## src/rtl/daq_mode_arbiter.sv

```systemverilog
// Run-control arbiter: hands the Microroc slow-control path and the USB data
// path to one of NUM_MODES acquisition sources and sequences start/abort/drain.
module daq_mode_arbiter #(
  parameter  int NUM_MODES = 4,
  parameter  int DAC_W     = 10,
  parameter  int NUM_DAC   = 3,
  parameter  int CHN_W     = 7,
  parameter  int DATA_W    = 16,
  parameter  int TMO_W     = 24,
  localparam int MODE_W    = $clog2(NUM_MODES)
) (
  input  logic                              clk_i,
  input  logic                              reset_i,
  input  logic [MODE_W-1:0]                 mode_sel_i,
  input  logic                              run_start_i,
  input  logic                              run_stop_i,
  output logic [NUM_MODES-1:0]              src_start_o,
  input  logic [NUM_MODES-1:0]              src_done_i,
  input  logic [NUM_MODES*NUM_DAC*DAC_W-1:0] src_dac_i,
  input  logic [NUM_MODES*CHN_W-1:0]        src_ctest_i,
  input  logic [NUM_MODES-1:0]              src_sc_load_i,
  input  logic [NUM_MODES*DATA_W-1:0]       src_data_i,
  input  logic [NUM_MODES-1:0]              src_data_en_i,
  input  logic                              config_done_i,
  output logic [NUM_DAC*DAC_W-1:0]          out_dac_o,
  output logic [CHN_W-1:0]                  out_ctest_o,
  output logic                              out_sc_load_o,
  output logic [NUM_MODES-1:0]              src_config_done_o,
  input  logic                              usb_fifo_full_i,
  output logic [DATA_W-1:0]                 usb_data_o,
  output logic                              usb_data_en_o,
  input  logic                              data_transmit_done_i,
  output logic                              busy_o,
  output logic [MODE_W-1:0]                 active_mode_o,
  output logic                              run_done_o,
  output logic [2:0]                        err_flags_o,
  output logic [15:0]                       drop_count_o
);

  localparam int DACS_W = NUM_DAC * DAC_W;
  localparam logic [MODE_W:0] NM_L = (MODE_W+1)'(NUM_MODES);

  typedef enum logic [2:0] {S_IDLE, S_ARM, S_RUN, S_ABORT, S_DRAIN, S_DONE} state_e;

  state_e                 state_q, state_d;
  logic [MODE_W-1:0]      mode_q, mode_d;
  logic [TMO_W-1:0]       wdog_q, wdog_d;
  logic                   done_prev_q;
  logic [2:0]             err_q, err_d;
  logic [15:0]            drop_q, drop_d;
  logic [NUM_MODES-1:0]   start_q, start_d;
  logic [DACS_W-1:0]      dac_q, dac_d;
  logic [CHN_W-1:0]       ctest_q, ctest_d;
  logic                   scl_q, scl_d;
  logic [NUM_MODES-1:0]   cfg_q, cfg_d;
  logic [DATA_W-1:0]      udata_q, sdata;
  logic                   uen_q, uen_d;
  logic                   busy_q, run_done_q;

  logic [MODE_W-1:0]      sel;
  logic                   sen, sdone, data_st, drop_hit, expire, done_rise, start_en;

  // Source mux: owner while busy, the normal ACQ path (mode 0) while idle.
  always_comb begin
    sel     = (state_q == S_IDLE) ? '0 : mode_q;
    dac_d   = '0;
    ctest_d = '0;
    scl_d   = 1'b0;
    cfg_d   = '0;
    sdata   = '0;
    sen     = 1'b0;
    sdone   = 1'b0;
    for (int m = 0; m < NUM_MODES; m++) begin
      if (sel == MODE_W'(m)) begin
        dac_d    = src_dac_i[m*DACS_W +: DACS_W];
        ctest_d  = src_ctest_i[m*CHN_W +: CHN_W];
        scl_d    = src_sc_load_i[m];
        cfg_d[m] = config_done_i;
        sdata    = src_data_i[m*DATA_W +: DATA_W];
        sen      = src_data_en_i[m];
        sdone    = src_done_i[m];
      end
    end
  end

  always_comb begin
    state_d   = state_q;
    mode_d    = mode_q;
    err_d     = err_q;
    drop_d    = drop_q;
    data_st   = (state_q == S_RUN) || (state_q == S_ABORT) || (state_q == S_DRAIN);
    uen_d     = data_st & sen & ~usb_fifo_full_i;
    drop_hit  = data_st & sen & usb_fifo_full_i;
    expire    = &wdog_q;
    done_rise = sdone & ~done_prev_q;

    case (state_q)
      S_IDLE: begin
        if (run_start_i) begin
          if ({1'b0, mode_sel_i} < NM_L) begin
            mode_d  = mode_sel_i;
            err_d   = '0;
            drop_d  = '0;
            state_d = S_ARM;
          end else begin
            err_d[1] = 1'b1;
          end
        end
      end
      S_ARM: state_d = S_RUN;
      S_RUN: begin
        if (sdone) begin
          state_d = S_DRAIN;
        end else if (run_stop_i) begin
          state_d = S_ABORT;
        end else if (expire) begin
          state_d  = S_ABORT;
          err_d[2] = 1'b1;
        end
      end
      S_ABORT: begin
        if (done_rise) begin
          state_d = S_DRAIN;
        end else if (expire) begin
          state_d  = S_DRAIN;
          err_d[2] = 1'b1;
        end
      end
      S_DRAIN: if (data_transmit_done_i) state_d = S_DONE;
      S_DONE:  state_d = S_IDLE;
      default: state_d = S_IDLE;
    endcase

    if (drop_hit) begin
      err_d[0] = 1'b1;
      if (drop_q != 16'hFFFF) drop_d = drop_q + 16'd1;
    end

    if (((state_d != state_q) && ((state_d == S_RUN) || (state_d == S_ABORT))) || uen_d)
      wdog_d = '0;
    else if (!expire)
      wdog_d = wdog_q + TMO_W'(1);
    else
      wdog_d = wdog_q;

    // Start is dropped on the same edge the FSM leaves RUN.
    start_en = (state_q == S_ARM) || ((state_q == S_RUN) && (state_d == S_RUN));
    start_d  = '0;
    for (int m = 0; m < NUM_MODES; m++)
      start_d[m] = start_en && (mode_q == MODE_W'(m));
  end

  always_ff @(posedge clk_i) begin
    if (reset_i) begin
      state_q     <= S_IDLE;
      mode_q      <= '0;
      wdog_q      <= '0;
      done_prev_q <= 1'b0;
      err_q       <= '0;
      drop_q      <= '0;
      start_q     <= '0;
      dac_q       <= '0;
      ctest_q     <= '0;
      scl_q       <= 1'b0;
      cfg_q       <= '0;
      udata_q     <= '0;
      uen_q       <= 1'b0;
      busy_q      <= 1'b0;
      run_done_q  <= 1'b0;
    end else begin
      state_q     <= state_d;
      mode_q      <= mode_d;
      wdog_q      <= wdog_d;
      done_prev_q <= sdone;
      err_q       <= err_d;
      drop_q      <= drop_d;
      start_q     <= start_d;
      dac_q       <= dac_d;
      ctest_q     <= ctest_d;
      scl_q       <= scl_d;
      cfg_q       <= cfg_d;
      udata_q     <= sdata;
      uen_q       <= uen_d;
      busy_q      <= (state_d != S_IDLE);
      run_done_q  <= (state_d == S_DONE);
    end
  end

  assign src_start_o       = start_q;
  assign out_dac_o         = dac_q;
  assign out_ctest_o       = ctest_q;
  assign out_sc_load_o     = scl_q;
  assign src_config_done_o = cfg_q;
  assign usb_data_o        = udata_q;
  assign usb_data_en_o     = uen_q;
  assign busy_o            = busy_q;
  assign active_mode_o     = mode_q;
  assign run_done_o        = run_done_q;
  assign err_flags_o       = err_q;
  assign drop_count_o      = drop_q;

endmodule

```

## config.mk

```make
export PLATFORM = sky130hd
export DESIGN_NAME = daq_mode_arbiter
export DESIGN_NICKNAME = d
export VERILOG_FILES = /design/src/rtl/daq_mode_arbiter.sv
export SDC_FILE = /design/constraint.sdc
export NUM_CORES = 1
export LEC_CHECK = 0
export ABC_AREA = 1
export BUFFER_PORTS_ARGS = -buffer_cell sky130_fd_sc_hd__buf_2
export CELL_PAD_IN_SITES_DETAIL_PLACEMENT = 1
export CELL_PAD_IN_SITES_GLOBAL_PLACEMENT = 1
export CORE_ASPECT_RATIO = 1.2
export CORE_MARGIN = 2
export CORE_UTILIZATION = 33
export DETAILED_ROUTE_END_ITERATION = 8
export GPL_TIMING_DRIVEN = 0
export PLACE_DENSITY_LB_ADDON = 0.1
export SYNTH_ARGS = -nofsm -noshare
export SYNTH_HDL_FRONTEND = slang
export SYNTH_SLANG_ARGS = --single-unit
```

## constraint.sdc

```tcl
create_clock -name clk_i -period 2.9 [get_ports clk_i]
set_clock_uncertainty 0.1 [all_clocks]
set_input_delay 0.29 -clock clk_i [delete_from_list [all_inputs] [get_ports clk_i]]
set_output_delay 0.29 -clock clk_i [all_outputs]
set_load 0.02 [all_outputs]
```

==> impl_metrics.prom, run 1 <==
# TYPE chip_impl_metric gauge
chip_impl_metric{name="wl_per_cell",unit="um"} 18.1
chip_impl_metric{name="vdd_ir_drop_max",unit="mV"} 0.438
chip_impl_metric{name="n_fill_cell",unit=""} 2372
chip_impl_metric{name="holdBufCountCts",unit=""} 0
chip_impl_metric{name="core_region_area",unit="mm^2"} 0.0175
chip_impl_info{name="r2r-start",value="wdog_q[1]"} 1
chip_impl_metric{name="route.antenna.remaining_nets",unit=""} 0
chip_impl_info{name="outcome",value="completed"} 1
chip_impl_metric{name="seqCellArea",unit="mm^2"} 0.00226
chip_impl_metric{name="seq_area_frac_synth",unit="%"} 38.4
chip_impl_metric{name="tritoncts.num_buffers",unit=""} 17
chip_impl_metric{name="grt_usage",unit="%"} 25.7
chip_impl_info{name="critical_path.cell_chain",value="ha_1 > nand3_1 > nor2_1 > nand2_1 > nor2_2 > nand2_4 > nand2_2 > inv_2 > a21oi_1 > nand2_1 > nor3_1"} 1
chip_impl_metric{name="dp.final_hpwl",unit="um"} 19700
chip_impl_info{name="critical_path.endpoint_type",value="register"} 1
chip_impl_metric{name="clkSlewWorstSetupHoldPaths",unit="ns"} 0.05
chip_impl_metric{name="setup_tns",unit="ns"} 0
chip_impl_info{name="critical-path-top-cell-by-count",value="nand2_1"} 1
chip_impl_metric{name="insertion_delay_of_the_later_clocked_pin_in_the_worst_skew_pair",unit="ns"} 0.42
chip_impl_metric{name="fp-row-count",unit=""} 53
chip_impl_metric{name="syn_to_final_growth",unit="%"} 42.2
chip_impl_metric{name="worst-slew-pin-transition",unit="ns"} 0.711
chip_impl_metric{name="finish.utilization",unit="%"} 47.8
chip_impl_metric{name="post_route_cells_drive_above_1_share",unit="%"} 36.1
chip_impl_info{name="min-delay-path-class",value="primary input to register"} 1
chip_impl_metric{name="die-width",unit="um"} 126
chip_impl_metric{name="reg2reg_setup_slack",unit="ns"} 0.65
chip_impl_info{name="crit_start",value="wdog_q[1]"} 1
chip_impl_metric{name="leakage",unit="nW"} 3.74
chip_impl_metric{name="cts-resized-gates",unit=""} 0
chip_impl_info{name="tritoncts",value="built"} 1
chip_impl_metric{name="clock_tree.buffer_depth",unit=""} 2
chip_impl_metric{name="design_area",unit="mm^2"} 0.00837
chip_impl_metric{name="floorplan.initialDensity",unit="%"} 33.6
chip_impl_metric{name="die_height",unit="um"} 150
chip_impl_metric{name="port_buffers",unit=""} 317
chip_impl_metric{name="drtIter0Drc",unit=""} 223
chip_impl_metric{name="slew_violations",unit=""} 0
chip_impl_metric{name="instance_area_at_placement",unit="mm^2"} 0.00775
chip_impl_metric{name="multi_input_area",unit="mm^2"} 0.00320
chip_impl_metric{name="drv.max_cap_violation_count",unit=""} 0
chip_impl_info{name="slowest_stage",value="nor3_1"} 1
chip_impl_metric{name="residual_overflow_from_global_routing",unit=""} 0
chip_impl_metric{name="die_area",unit="mm^2"} 0.0189
chip_impl_metric{name="routed_vias_inst",unit=""} 4.96
chip_impl_metric{name="maxSlewHeadroom",unit="%"} 52.4
chip_impl_metric{name="critical_path_arrival",unit="ns"} 2.43
chip_impl_info{name="cts_root_buf",value="clkbuf_16"} 1
chip_impl_metric{name="fin_crit",unit="ns"} 2.25
chip_impl_metric{name="number_of_global_route_vias_before_repair",unit=""} 7040
chip_impl_metric{name="synthesis.area_per_instance",unit="um^2"} 7.36
chip_impl_metric{name="drc",unit=""} 0
chip_impl_info{name="critical_path_class",value="register to register"} 1
chip_impl_metric{name="grt_antenna_before_repair",unit=""} 10
chip_impl_metric{name="hold_viol",unit=""} 0
chip_impl_metric{name="postSynthRegisterBits",unit=""} 113
chip_impl_metric{name="pwr_density_cell",unit="mW/mm^2"} 576
chip_impl_metric{name="vias",unit=""} 6829
chip_impl_metric{name="post-cts-setup-buffers",unit=""} 0
chip_impl_info{name="worstHoldStart",value="data_transmit_done_i"} 1
chip_impl_info{name="unrepaired_setup_endpoints_after_global_routing",value="no"} 1
chip_impl_metric{name="wl",unit="um"} 24900
chip_impl_metric{name="syn-cell-area",unit="mm^2"} 0.00588
chip_impl_metric{name="number_of_top_level_pins",unit=""} 319
chip_impl_metric{name="cts.sink_count",unit=""} 113
chip_impl_metric{name="synthesis.instances",unit=""} 800
chip_impl_metric{name="worst_ep_required_time",unit="ns"} 3.08
chip_impl_metric{name="drt_first_pass_iters",unit=""} 4
chip_impl_metric{name="yosysWarnings",unit=""} 0
chip_impl_metric{name="timing.final.setup_violations",unit=""} 0
chip_impl_metric{name="h-tree-depth",unit=""} 4
chip_impl_metric{name="timing.final.crit_share",unit="%"} 77.6
chip_impl_metric{name="max_clock_freq",unit="GHz"} 0.444
chip_impl_metric{name="grt_first_pass_wirelength",unit="um"} 38000
chip_impl_metric{name="crit_fanout",unit=""} 9
chip_impl_metric{name="synth_nets",unit=""} 1035
chip_impl_metric{name="gp_congestion",unit=""} 0.868
chip_impl_metric{name="number_of_nets_at_the_end_of_the_flow",unit=""} 1371
chip_impl_metric{name="holdWs",unit="ns"} 0.0540
chip_impl_metric{name="netlist-cell-type-count",unit=""} 41
chip_impl_metric{name="max_stage_delay",unit="ns"} 0.39
chip_impl_info{name="startpoint_type",value="register"} 1
chip_impl_metric{name="grt_start_max_net_pins",unit=""} 17
==> cell families after synthesis <==
family / after synthesis / synth area share [%]
and+or+nand+nor: 450 / 36.2
DFF: 113 / 38.4
AOI/OAI and AO/OA: 99 / 12.2
buffers and inverters: 99 / 7.25
xor gates and xnor gates: 35 / 5.21
adders and majority gates: 2 / 0.425
other: 1 / 0.0637
muxes: 1 / 0.170
==> layer usage <==
metal | track usage, % | vias up | part of all wire (%)
met1 | 29.2 | 3240 | 39
met2 | 45.2 | 186 | 52
met5 | 0 | - | 0.032
met3 | 8.07 | 40 | 6.2
li1 | - | 3361 | -
met4 | 9.84 | 2 | 2.4
==> final cells by class <==
type / instances / area share (%)
Sequential cell: 113 / 27.0
Antenna cell: 10 / 0.299
Timing Repair Buffer: 317 / 19.0
Clock inverter: 5 / 1.20
Multi-Input combinational cell: 588 / 38.2
Clock buffer: 26 / 5.96
Tap cell: 220 / 3.29
Buffer: 44 / 2.59
Inverter: 55 / 2.51
==> report_power, final <==
group          internal [mW]  leakage, nW  switching [mW]
combinational          0.351         2.52           0.589
sequential              1.67        0.927          0.0494
clock                   1.43        0.294           0.735
==> critical path, delay by kind of cell, from the launching register on <==
family                     cells  cell delay (ns)
buffers and inverters          1             0.04
DFF                            1             0.35
and+or+nand+nor                8             1.27
adders and majority gates      1             0.19
AOI/OAI and AO/OA              1             0.16
==> registers in the layout (all words and copies together), names as in the netlist, 2 cells and up <==
signal,flops
src_start_o,4
err_flags_o,2
out_ctest_o,7
state_q,3
usb_data_o,16
wdog_q,24
drop_count_o,16
src_config_done_o,4
active_mode_o,2
out_dac_o,30
==> path summary, 6_finish.rpt <==
path               endpoint  depth (start not counted)
min reg2reg  err_flags_o[2]                          2
max          src_start_o[3]                         11
min              run_done_o                          3
max reg2reg  src_start_o[3]                         11
==> cell usage after synthesis, drive strengths merged <==
| cell type | count | area share, % |
|---|---|---|
| a21oi | 21 | 1.8 |
| a221oi | 1 | 0.15 |
| a41oi | 54 | 8.0 |
| buf | 21 | 2.2 |
| clkbuf | 23 | 1.5 |
| clkinv | 2 | 0.15 |
| conb | 1 | 0.064 |
| dfxtp | 113 | 38 |
| ha | 2 | 0.43 |
| inv | 53 | 3.4 |
| mux2i | 1 | 0.17 |
| nand2 | 253 | 17 |
| nand3 | 94 | 8.1 |
| nand3b | 2 | 0.32 |
| nand4 | 11 | 1.2 |
| nor2 | 76 | 8.1 |
| nor3 | 10 | 0.94 |
| nor4 | 2 | 0.21 |
| nor4b | 1 | 0.15 |
| o211ai | 3 | 0.55 |
| o21ai | 20 | 1.7 |
| or3 | 1 | 0.11 |
| xnor2 | 10 | 1.5 |
| xor2 | 25 | 3.7 |
==> stage by stage <==
step | std cells | total power [mW] | setup WS [ns]
after floorplan | 800 | 2.29 | 0.984
after global placement | 1337 | 2.68 | 0.694
after detailed placement | 1337 | 2.69 | 0.650
after CTS | 1368 | 4.88 | 0.633
after global routing | 1376 | 5.02 | 0.393
final | 1378 | 4.83 | 0.650
==> placed cells by master, fill, tap and decap left out, types with 2 or more instances in the layout <==
cell type / synthesis / routed
ha_1: 2 / 2
clkinv_2: 1 / 3
nand4_1: 11 / 11
inv_2: 12 / 12
clkbuf_1: 23 / 28
nor2_1: 48 / 48
nor2_4: 22 / 22
nand2_4: 3 / 3
diode_2: 0 / 10
buf_2: 9 / 326
nand2_1: 242 / 242
nand3_1: 93 / 93
nand2_2: 7 / 7
o21ai_0: 15 / 15
dfxtp_1: 113 / 113
inv_1: 40 / 40
a21oi_1: 21 / 21
nor2_2: 5 / 5
a41oi_1: 54 / 54
nor3_1: 9 / 9
clkbuf_16: 0 / 17
bufinv_16: 0 / 3
xor2_1: 25 / 25
buf_4: 2 / 2
buf_1: 8 / 8
xnor2_1: 10 / 10
nor4_1: 2 / 2
o211ai_2: 2 / 2
o21ai_1: 5 / 5
clkbuf_8: 0 / 4
buf_12: 2 / 2
Note: power is estimated with default switching activity, not from simulation.
==> inputs of run 2 (changes only) <==
- CORE_UTILIZATION: 33 -> 31
- clock period: 2.9 -> 2.2 ns (I/O delays scaled with it)
==> run 2 against run 1 <==
Hold slack lost 0.045 ns. Clock power grew 30%. Sequential cell count is the same. Core utilization shrank 0.92 points. Largest power group unchanged. Sequential share of layout area shrank 1.0 points. Via count grew 1.8%. Global-route usage shrank 0.43 points. Cell area grew 4.9%. Register-to-register slack lost 0.51 ns. Maximum frequency grew 9.1%. Total power grew 33%. Combinational power grew 43%.
==> impl_metrics.prom, run 2 (synthesized netlist as in run 1, its figures left out) <==
# TYPE chip_impl_metric gauge
chip_impl_info{name="outcome",value="completed"} 1
chip_impl_metric{name="worst-slew-pin-transition",unit="ns"} 0.650
chip_impl_info{name="tritoncts",value="built"} 1
chip_impl_metric{name="dp.final_hpwl",unit="um"} 19800
chip_impl_metric{name="placedCellCount",unit=""} 1373
chip_impl_metric{name="route.antenna.remaining_nets",unit=""} 0
chip_impl_info{name="unrepaired_setup_endpoints_after_global_routing",value="yes"} 1
chip_impl_metric{name="vdd_ir_drop_max",unit="mV"} 0.545
chip_impl_info{name="r2r-start",value="wdog_q[1]"} 1
chip_impl_metric{name="drt_first_pass_iters",unit=""} 4
chip_impl_info{name="slowest_stage",value="dfxtp_4"} 1
chip_impl_metric{name="worst_ep_required_time",unit="ns"} 2.40
chip_impl_metric{name="max_reg_flops",unit=""} 30
chip_impl_info{name="worstHoldStart",value="src_data_i[30]"} 1
chip_impl_metric{name="reg2reg_setup_slack",unit="ns"} 0.14
chip_impl_info{name="layout.cells.most_common_list",value="buf_2 (325), nand2_1 (232), dfxtp_1 (98)"} 1
chip_impl_metric{name="setup_tns",unit="ns"} 0
chip_impl_metric{name="core_region_area",unit="mm^2"} 0.0187
chip_impl_metric{name="wl",unit="um"} 25700
chip_impl_metric{name="residual_overflow_from_global_routing",unit=""} 0
chip_impl_metric{name="crit_fanout",unit=""} 5
chip_impl_info{name="mostFrequentLayoutCell",value="buf_2"} 1
chip_impl_metric{name="stdcell_count",unit=""} 1431
chip_impl_metric{name="crit_buf_inv",unit=""} 0
chip_impl_metric{name="grt_usage",unit="%"} 25.3
chip_impl_metric{name="grt_first_pass_wirelength",unit="um"} 39100
chip_impl_info{name="min-delay-path-class",value="primary input to register"} 1
chip_impl_info{name="critical-path-top-cell-by-count",value="nor2_4"} 1
chip_impl_metric{name="grt_start_max_net_pins",unit=""} 17
chip_impl_metric{name="clock_tree.buffer_depth",unit=""} 2
chip_impl_metric{name="drc",unit=""} 0
chip_impl_metric{name="floorplan.initialDensity",unit="%"} 31.4
chip_impl_info{name="startpoint_type",value="register"} 1
chip_impl_metric{name="r2r.worst_path.cells",unit=""} 12
chip_impl_metric{name="cts.sink_count",unit=""} 113
chip_impl_metric{name="hold_viol",unit=""} 0
chip_impl_metric{name="n_fill_cell",unit=""} 2438
chip_impl_metric{name="wl_per_cell",unit="um"} 18.0
chip_impl_info{name="cts_root_buf",value="clkbuf_16"} 1
chip_impl_metric{name="routed_vias_inst",unit=""} 4.86
chip_impl_info{name="crit-reg2reg-capture",value="wdog_q[23]"} 1
chip_impl_metric{name="max_clock_freq",unit="GHz"} 0.485
chip_impl_info{name="critical_path.endpoint_type",value="register"} 1
chip_impl_info{name="critical_path.cell_chain",value="ha_4 > nand3_4 > nor2_4 > nand2_2 > nor2_4 > nand2_4 > nand2_1 > nor3_4 > nand2_1 > nor2_1 > xnor2_1 > nor2_4"} 1
chip_impl_metric{name="leakage",unit="nW"} 3.91
chip_impl_metric{name="vias",unit=""} 6954
chip_impl_metric{name="tritoncts.num_buffers",unit=""} 17
chip_impl_metric{name="fin_crit",unit="ns"} 2.06
chip_impl_metric{name="maxSlewHeadroom",unit="%"} 56.7
chip_impl_info{name="crit_start",value="wdog_q[1]"} 1
chip_impl_metric{name="critical_path_arrival",unit="ns"} 2.26
chip_impl_metric{name="clkSlewWorstSetupHoldPaths",unit="ns"} 0.06
chip_impl_metric{name="number_of_top_level_pins",unit=""} 319
chip_impl_metric{name="slew_violations",unit=""} 0
chip_impl_metric{name="fp-row-count",unit=""} 55
chip_impl_info{name="hold_end",value="usb_data_o[14]"} 1
chip_impl_metric{name="post_route_cells_drive_above_1_share",unit="%"} 40.2
chip_impl_metric{name="die-width",unit="um"} 130
chip_impl_info{name="critical_path_class",value="register to register"} 1
chip_impl_metric{name="gp_congestion",unit=""} 0.870
chip_impl_metric{name="number_of_global_route_vias_before_repair",unit=""} 7257
chip_impl_metric{name="timing.final.crit_share",unit="%"} 93.7
chip_impl_metric{name="timing.final.setup_violations",unit=""} 0
chip_impl_metric{name="pwr_density_cell",unit="mW/mm^2"} 733
chip_impl_metric{name="number_of_nets_at_the_end_of_the_flow",unit=""} 1395
chip_impl_metric{name="port_buffers",unit=""} 317
chip_impl_metric{name="insertion_delay_of_the_later_clocked_pin_in_the_worst_skew_pair",unit="ns"} 0.42
chip_impl_metric{name="whs_path_depth",unit=""} 3
chip_impl_info{name="critical-path-top-delay-family",value="simple AND/OR/NAND/NOR gates"} 1
chip_impl_metric{name="die_area",unit="mm^2"} 0.0201
chip_impl_metric{name="p_total",unit="mW"} 6.43
chip_impl_metric{name="drtIter0Drc",unit=""} 231
chip_impl_metric{name="max_stage_delay",unit="ns"} 0.35
chip_impl_metric{name="drv.max_cap_violation_count",unit=""} 0
chip_impl_metric{name="syn_to_final_growth",unit="%"} 49.2
chip_impl_metric{name="grt_antenna_before_repair",unit=""} 3
chip_impl_metric{name="die_height",unit="um"} 155
chip_impl_metric{name="h-tree-depth",unit=""} 4
run 2: changes by cell type in the layout (fill, tap and decap cells not counted), moves of 4 or more:
cell | previous run | this run
buf_1 | 8 | 4
buf_4 | 2 | 11
clkbuf_1 | 28 | 20
clkbuf_2 | 0 | 7
dfxtp_1 | 113 | 98
dfxtp_2 | 0 | 14
diode_2 | 10 | 2
dlygate4sd3_1 | 0 | 13
nand2_1 | 242 | 232
nand2_2 | 7 | 17
nor2_1 | 48 | 43
nor2_4 | 22 | 26
run 2: area by class of cell:
class	instances	area [um^2]	share of cell area, %
Clock inverter	9	104	1.18
Sequential cell	113	2280	26.0
Timing Repair Buffer	341	1830	20.9
Inverter	55	211	2.41
Buffer	44	231	2.64
Clock buffer	23	498	5.67
Tap cell	256	320	3.65
Antenna cell	2	5.00	0.0570
Multi-Input combinational cell	588	3290	37.5
run 2: repair_timing:
item / CTS / global route
gates cloned: 1 / 0
hold buffers: 13 / 0
pin swaps: 3 / 10
endpoints found under the hold margin: 11 / 0
setup endpoints to repair: 84 / 81
gates resized for setup: 11 / 46
buffers inserted: 5 / 5
run 2: worst max-delay path by stage:
stage                     to  depth (start not counted)
6_report          wdog_q[23]                         12
5_1_grt           wdog_q[23]                         10
4_1_cts           wdog_q[16]                         15
3_5_place_dp   usb_data_o[6]                          7
3_3_place_gp   usb_data_o[6]                          7
2_1_floorplan     wdog_q[23]                         14
run 2: worst register-to-register path: cells and delay by family (launching register included):
family,cells,cell delay (ns)
XOR/XNOR,1,0.19
adder cells (fa/ha/maj),1,0.17
flip-flops,1,0.35
AND/OR/NAND/NOR,10,1.15
run 2: routing by layer:
layer / GRT usage (%) / share of wire, % / vias to the layer above / wire [um]
li1: - / - / 3399 / -
met1: 29.8 / 40 / 3310 / 10300
met2: 44.8 / 52 / 209 / 13400
met3: 6.43 / 5.8 / 34 / 1480
met4: 7.63 / 1.9 / 2 / 491
met5: 0 / 0.031 / - / 8
run 2: stage by stage:
stage          utilization, %  hold WS [ns]  instance area, um^2  worst slack, ns
2_1_floorplan               -         0.263                 5880            0.284
3_3_place_gp             41.6         0.363                 7790           -0.148
3_5_place_dp             41.6         0.367                 7790           -0.154
4_1_cts                  46.0      0.000576                 8620          -0.0120
5_1_grt                  46.9        0.0113                 8780          -0.0182
6_report                 46.9       0.00916                 8780            0.138
run 2: report_power, final:
part	switching, mW	leakage (nW)	internal [mW]
Sequential	0.0698	0.934	2.20
Combinational	0.817	2.68	0.530
Clock	1.01	0.295	1.81
Total	1.89	3.91	4.54
==> inputs of run 3 (changes only) <==
- ABC_AREA: 1 -> unset
- CORE_UTILIZATION: 31 -> 32
- REMOVE_ABC_BUFFERS: unset -> 1
==> run 3 against run 2 <==
Via count up 10%. Sequential cell count unchanged. Worst setup slack worse by 0.077 ns. Core utilization grew 1.4 points. First-iteration DRC count rose by 38%. Clock power decreased by 4%. Register-to-register slack got worse by 0.08 ns. Hold slack improved by 0.0045 ns. Highest routed layer unchanged. Non-clock buffer count increased by 1.
==> impl_metrics.prom, run 3 <==
# TYPE chip_impl_metric gauge
chip_impl_metric{name="asyncSetResetFlopFracSynth",unit="%"} 0
chip_impl_metric{name="worst-path-stages",unit=""} 6
chip_impl_metric{name="postSynthRegisterBits",unit=""} 113
chip_impl_info{name="min-delay-path-class",value="primary input to register"} 1
chip_impl_metric{name="r2r.worst_path.cells",unit=""} 6
chip_impl_metric{name="synthesis.instances",unit=""} 844
chip_impl_metric{name="seq_area_frac_synth",unit="%"} 34.7
chip_impl_metric{name="yosysWarnings",unit=""} 0
chip_impl_metric{name="vias",unit=""} 7648
chip_impl_metric{name="vdd_ir_drop_max",unit="mV"} 0.563
chip_impl_metric{name="placedCellCount",unit=""} 1364
chip_impl_info{name="critical_path.cell_chain",value="nand4_1 > buf_4 > or4_4 > o21ai_4 > a32o_2 > nor4_1"} 1
chip_impl_metric{name="grt_start_max_net_pins",unit=""} 80
chip_impl_metric{name="setup_tns",unit="ns"} 0
chip_impl_metric{name="clock_tree.buffer_depth",unit=""} 2
chip_impl_metric{name="max_reg_flops",unit=""} 30
chip_impl_info{name="critical_path.endpoint_type",value="register"} 1
chip_impl_info{name="slowest_stage",value="or4_4"} 1
chip_impl_metric{name="yosys.area.top_type_share",unit="%"} 34.7
chip_impl_metric{name="design_area",unit="mm^2"} 0.00970
chip_impl_metric{name="p_total",unit="mW"} 6.79
chip_impl_metric{name="fin_crit",unit="ns"} 2.14
chip_impl_info{name="cts_root_buf",value="clkbuf_16"} 1
chip_impl_metric{name="drtIter0Drc",unit=""} 319
chip_impl_metric{name="finish.utilization",unit="%"} 48.2
chip_impl_metric{name="routed_vias_inst",unit=""} 5.23
chip_impl_info{name="critical-path-top-delay-family",value="simple AND/OR/NAND/NOR gates"} 1
chip_impl_metric{name="route.antenna.remaining_nets",unit=""} 0
chip_impl_metric{name="residual_overflow_from_global_routing",unit=""} 0
chip_impl_metric{name="number_of_nets_at_the_end_of_the_flow",unit=""} 1417
chip_impl_metric{name="gp_congestion",unit=""} 0.771
chip_impl_metric{name="maxSlewHeadroom",unit="%"} 28.1
chip_impl_metric{name="max_clock_freq",unit="GHz"} 0.467
chip_impl_metric{name="drc",unit=""} 0
chip_impl_metric{name="wl_per_cell",unit="um"} 19.4
chip_impl_metric{name="dp.final_hpwl",unit="um"} 18500
chip_impl_metric{name="die_area",unit="mm^2"} 0.0215
chip_impl_metric{name="stdcell_count",unit=""} 1463
chip_impl_info{name="r2r-start",value="wdog_q[21]"} 1
chip_impl_metric{name="holdWs",unit="ns"} 0.0136
chip_impl_metric{name="netlist-cell-type-count",unit=""} 67
chip_impl_metric{name="max_stage_delay",unit="ns"} 0.51
chip_impl_metric{name="critical_path_arrival",unit="ns"} 2.29
chip_impl_metric{name="whs_path_depth",unit=""} 3
chip_impl_metric{name="floorplan.initialDensity",unit="%"} 32.4
chip_impl_metric{name="post_route_cells_drive_above_1_share",unit="%"} 36.7
chip_impl_metric{name="instance_area_at_placement",unit="mm^2"} 0.00827
chip_impl_metric{name="synthesis.area_per_instance",unit="um^2"} 7.72
chip_impl_metric{name="timing.final.ws_setup",unit="ns"} 0.0605
chip_impl_metric{name="syn-cell-area",unit="mm^2"} 0.00651
chip_impl_info{name="hold_end",value="out_ctest_o[6]"} 1
chip_impl_info{name="layout.cells.most_common_list",value="buf_2 (317), nor2_1 (254), dfxtp_1 (98)"} 1
chip_impl_metric{name="timing.final.setup_violations",unit=""} 0
chip_impl_metric{name="clkSlewWorstSetupHoldPaths",unit="ns"} 0.06
chip_impl_info{name="netlist.top_cell.by_area",value="dfxtp_1"} 1
chip_impl_metric{name="hold_viol",unit=""} 0
chip_impl_info{name="synthTopCellsByCount",value="nor2_1 (254), dfxtp_1 (113), a21oi_1 (62), mux2i_1 (59), a2111oi_0 (54)"} 1
chip_impl_metric{name="crit_buf_inv",unit=""} 1
chip_impl_metric{name="synth_edf_count",unit=""} 0
chip_impl_info{name="tritoncts",value="built"} 1
chip_impl_info{name="synth.area.top_cells",value="dfxtp_1 (35%), nor2_1 (15%), mux2i_1 (9.1%), a2111oi_0 (7.3%), a21oi_1 (4.8%)"} 1
chip_impl_metric{name="port_buffers",unit=""} 317
chip_impl_info{name="worstHoldStart",value="src_ctest_i[6]"} 1
chip_impl_info{name="crit-reg2reg-capture",value="src_start_o[1]"} 1
chip_impl_metric{name="insertion_delay_of_the_later_clocked_pin_in_the_worst_skew_pair",unit="ns"} 0.42
chip_impl_metric{name="worst_ep_required_time",unit="ns"} 2.35
chip_impl_info{name="outcome",value="completed"} 1
chip_impl_metric{name="timing.final.crit_share",unit="%"} 97.2
chip_impl_metric{name="reg2reg_setup_slack",unit="ns"} 0.06
chip_impl_metric{name="dp_slack",unit="ns"} -1.09
chip_impl_metric{name="die_height",unit="um"} 160
chip_impl_metric{name="fp-row-count",unit=""} 57
chip_impl_info{name="critical_path_class",value="register to register"} 1
chip_impl_metric{name="slew_violations",unit=""} 0
chip_impl_metric{name="h-tree-depth",unit=""} 4
chip_impl_metric{name="worst-slew-pin-transition",unit="ns"} 1.07
chip_impl_metric{name="n_fill_cell",unit=""} 2555
chip_impl_info{name="dominantRegCellSynth",value="dfxtp_1"} 1
chip_impl_metric{name="core_region_area",unit="mm^2"} 0.0201
chip_impl_metric{name="wl",unit="um"} 28500
chip_impl_metric{name="leakage",unit="nW"} 4.18
chip_impl_metric{name="drv.max_cap_violation_count",unit=""} 0
chip_impl_metric{name="pwr_density_cell",unit="mW/mm^2"} 699
chip_impl_metric{name="grt_first_pass_wirelength",unit="um"} 43500
chip_impl_metric{name="die-width",unit="um"} 134
chip_impl_metric{name="tritoncts.num_buffers",unit=""} 17
chip_impl_metric{name="number_of_global_route_vias_before_repair",unit=""} 7832
chip_impl_metric{name="grt_usage",unit="%"} 25.8
chip_impl_info{name="startpoint_type",value="register"} 1
chip_impl_metric{name="grt_antenna_before_repair",unit=""} 3
chip_impl_metric{name="cts.sink_count",unit=""} 113
chip_impl_info{name="mostFrequentLayoutCell",value="buf_2"} 1
chip_impl_metric{name="drt_first_pass_iters",unit=""} 4
chip_impl_metric{name="syn_to_final_growth",unit="%"} 49.0
chip_impl_metric{name="crit_fanout",unit=""} 8
chip_impl_info{name="synthMostInstantiatedCell",value="nor2_1"} 1
chip_impl_metric{name="number_of_top_level_pins",unit=""} 319
## run 3: how the worst max path moves through the flow
stage / start / endpoint / slack (ns)
2_1_floorplan: active_mode_o[0] / drop_count_o[12] / -3.66
3_3_place_gp: active_mode_o[0] / src_start_o[3] / -5.61
3_5_place_dp: state_q[0] / drop_count_o[13] / -1.09
4_1_cts: wdog_q[15] / src_start_o[2] / 0.0007
5_1_grt: state_q[0] / out_dac_o[10] / -0.06
6_report: wdog_q[21] / src_start_o[1] / 0.06
## run 3: area by class of cell
| cell class | count | area, um^2 | share of cell area (%) |
|---|---|---|---|
| multi-input cells | 655 | 4100 | 42.2 |
| flip-flops and latches | 113 | 2300 | 23.7 |
| clock inverters | 10 | 110 | 1.13 |
| repair buffers | 386 | 2370 | 24.4 |
| diodes | 3 | 7.51 | 0.0774 |
| inverters | 9 | 33.8 | 0.348 |
| well taps | 265 | 332 | 3.42 |
| clock buffers | 22 | 454 | 4.68 |
## run 3: cell families after synthesis
kind of cell    after synthesis  synth area share [%]
compound gates              178                  19.8
flops                       113                  34.7
buf+inv                      80                  5.76
simple gates                387                  27.0
fa+ha+maj                     2                 0.384
xor+xnor                     24                  3.23
mux                          59                  9.07
other cells                   1                0.0576
## run 3: worst min-delay path, stage by stage
cell,delay [ns]
buf_2,0.11
nor2_1,0.09
a2111oi_0,0.06
## run 3: power breakdown
group / internal [mW] / switching, mW / total (mW)
registers: 2.18 / 0.0944 / 2.28
clock network: 1.69 / 1.01 / 2.70
logic: 0.737 / 1.07 / 1.81
## run 3: per-layer routing
layer	wire [um]	GRT usage (%)
met2	15000	46.5
met5	11	0
met4	426	6.56
met1	11300	29.9
met3	1770	7.05
## run 3: timing repair
action / 4_1_cts / 5_1_grt
endpoints found under the setup margin: 108 / 50
buffers inserted: 17 / 10
resized for setup: 29 / 29
endpoints found under the hold margin: 32 / 0
hold buffers: 32 / 0
pin swaps: 9 / 8
cloned: 5 / 0
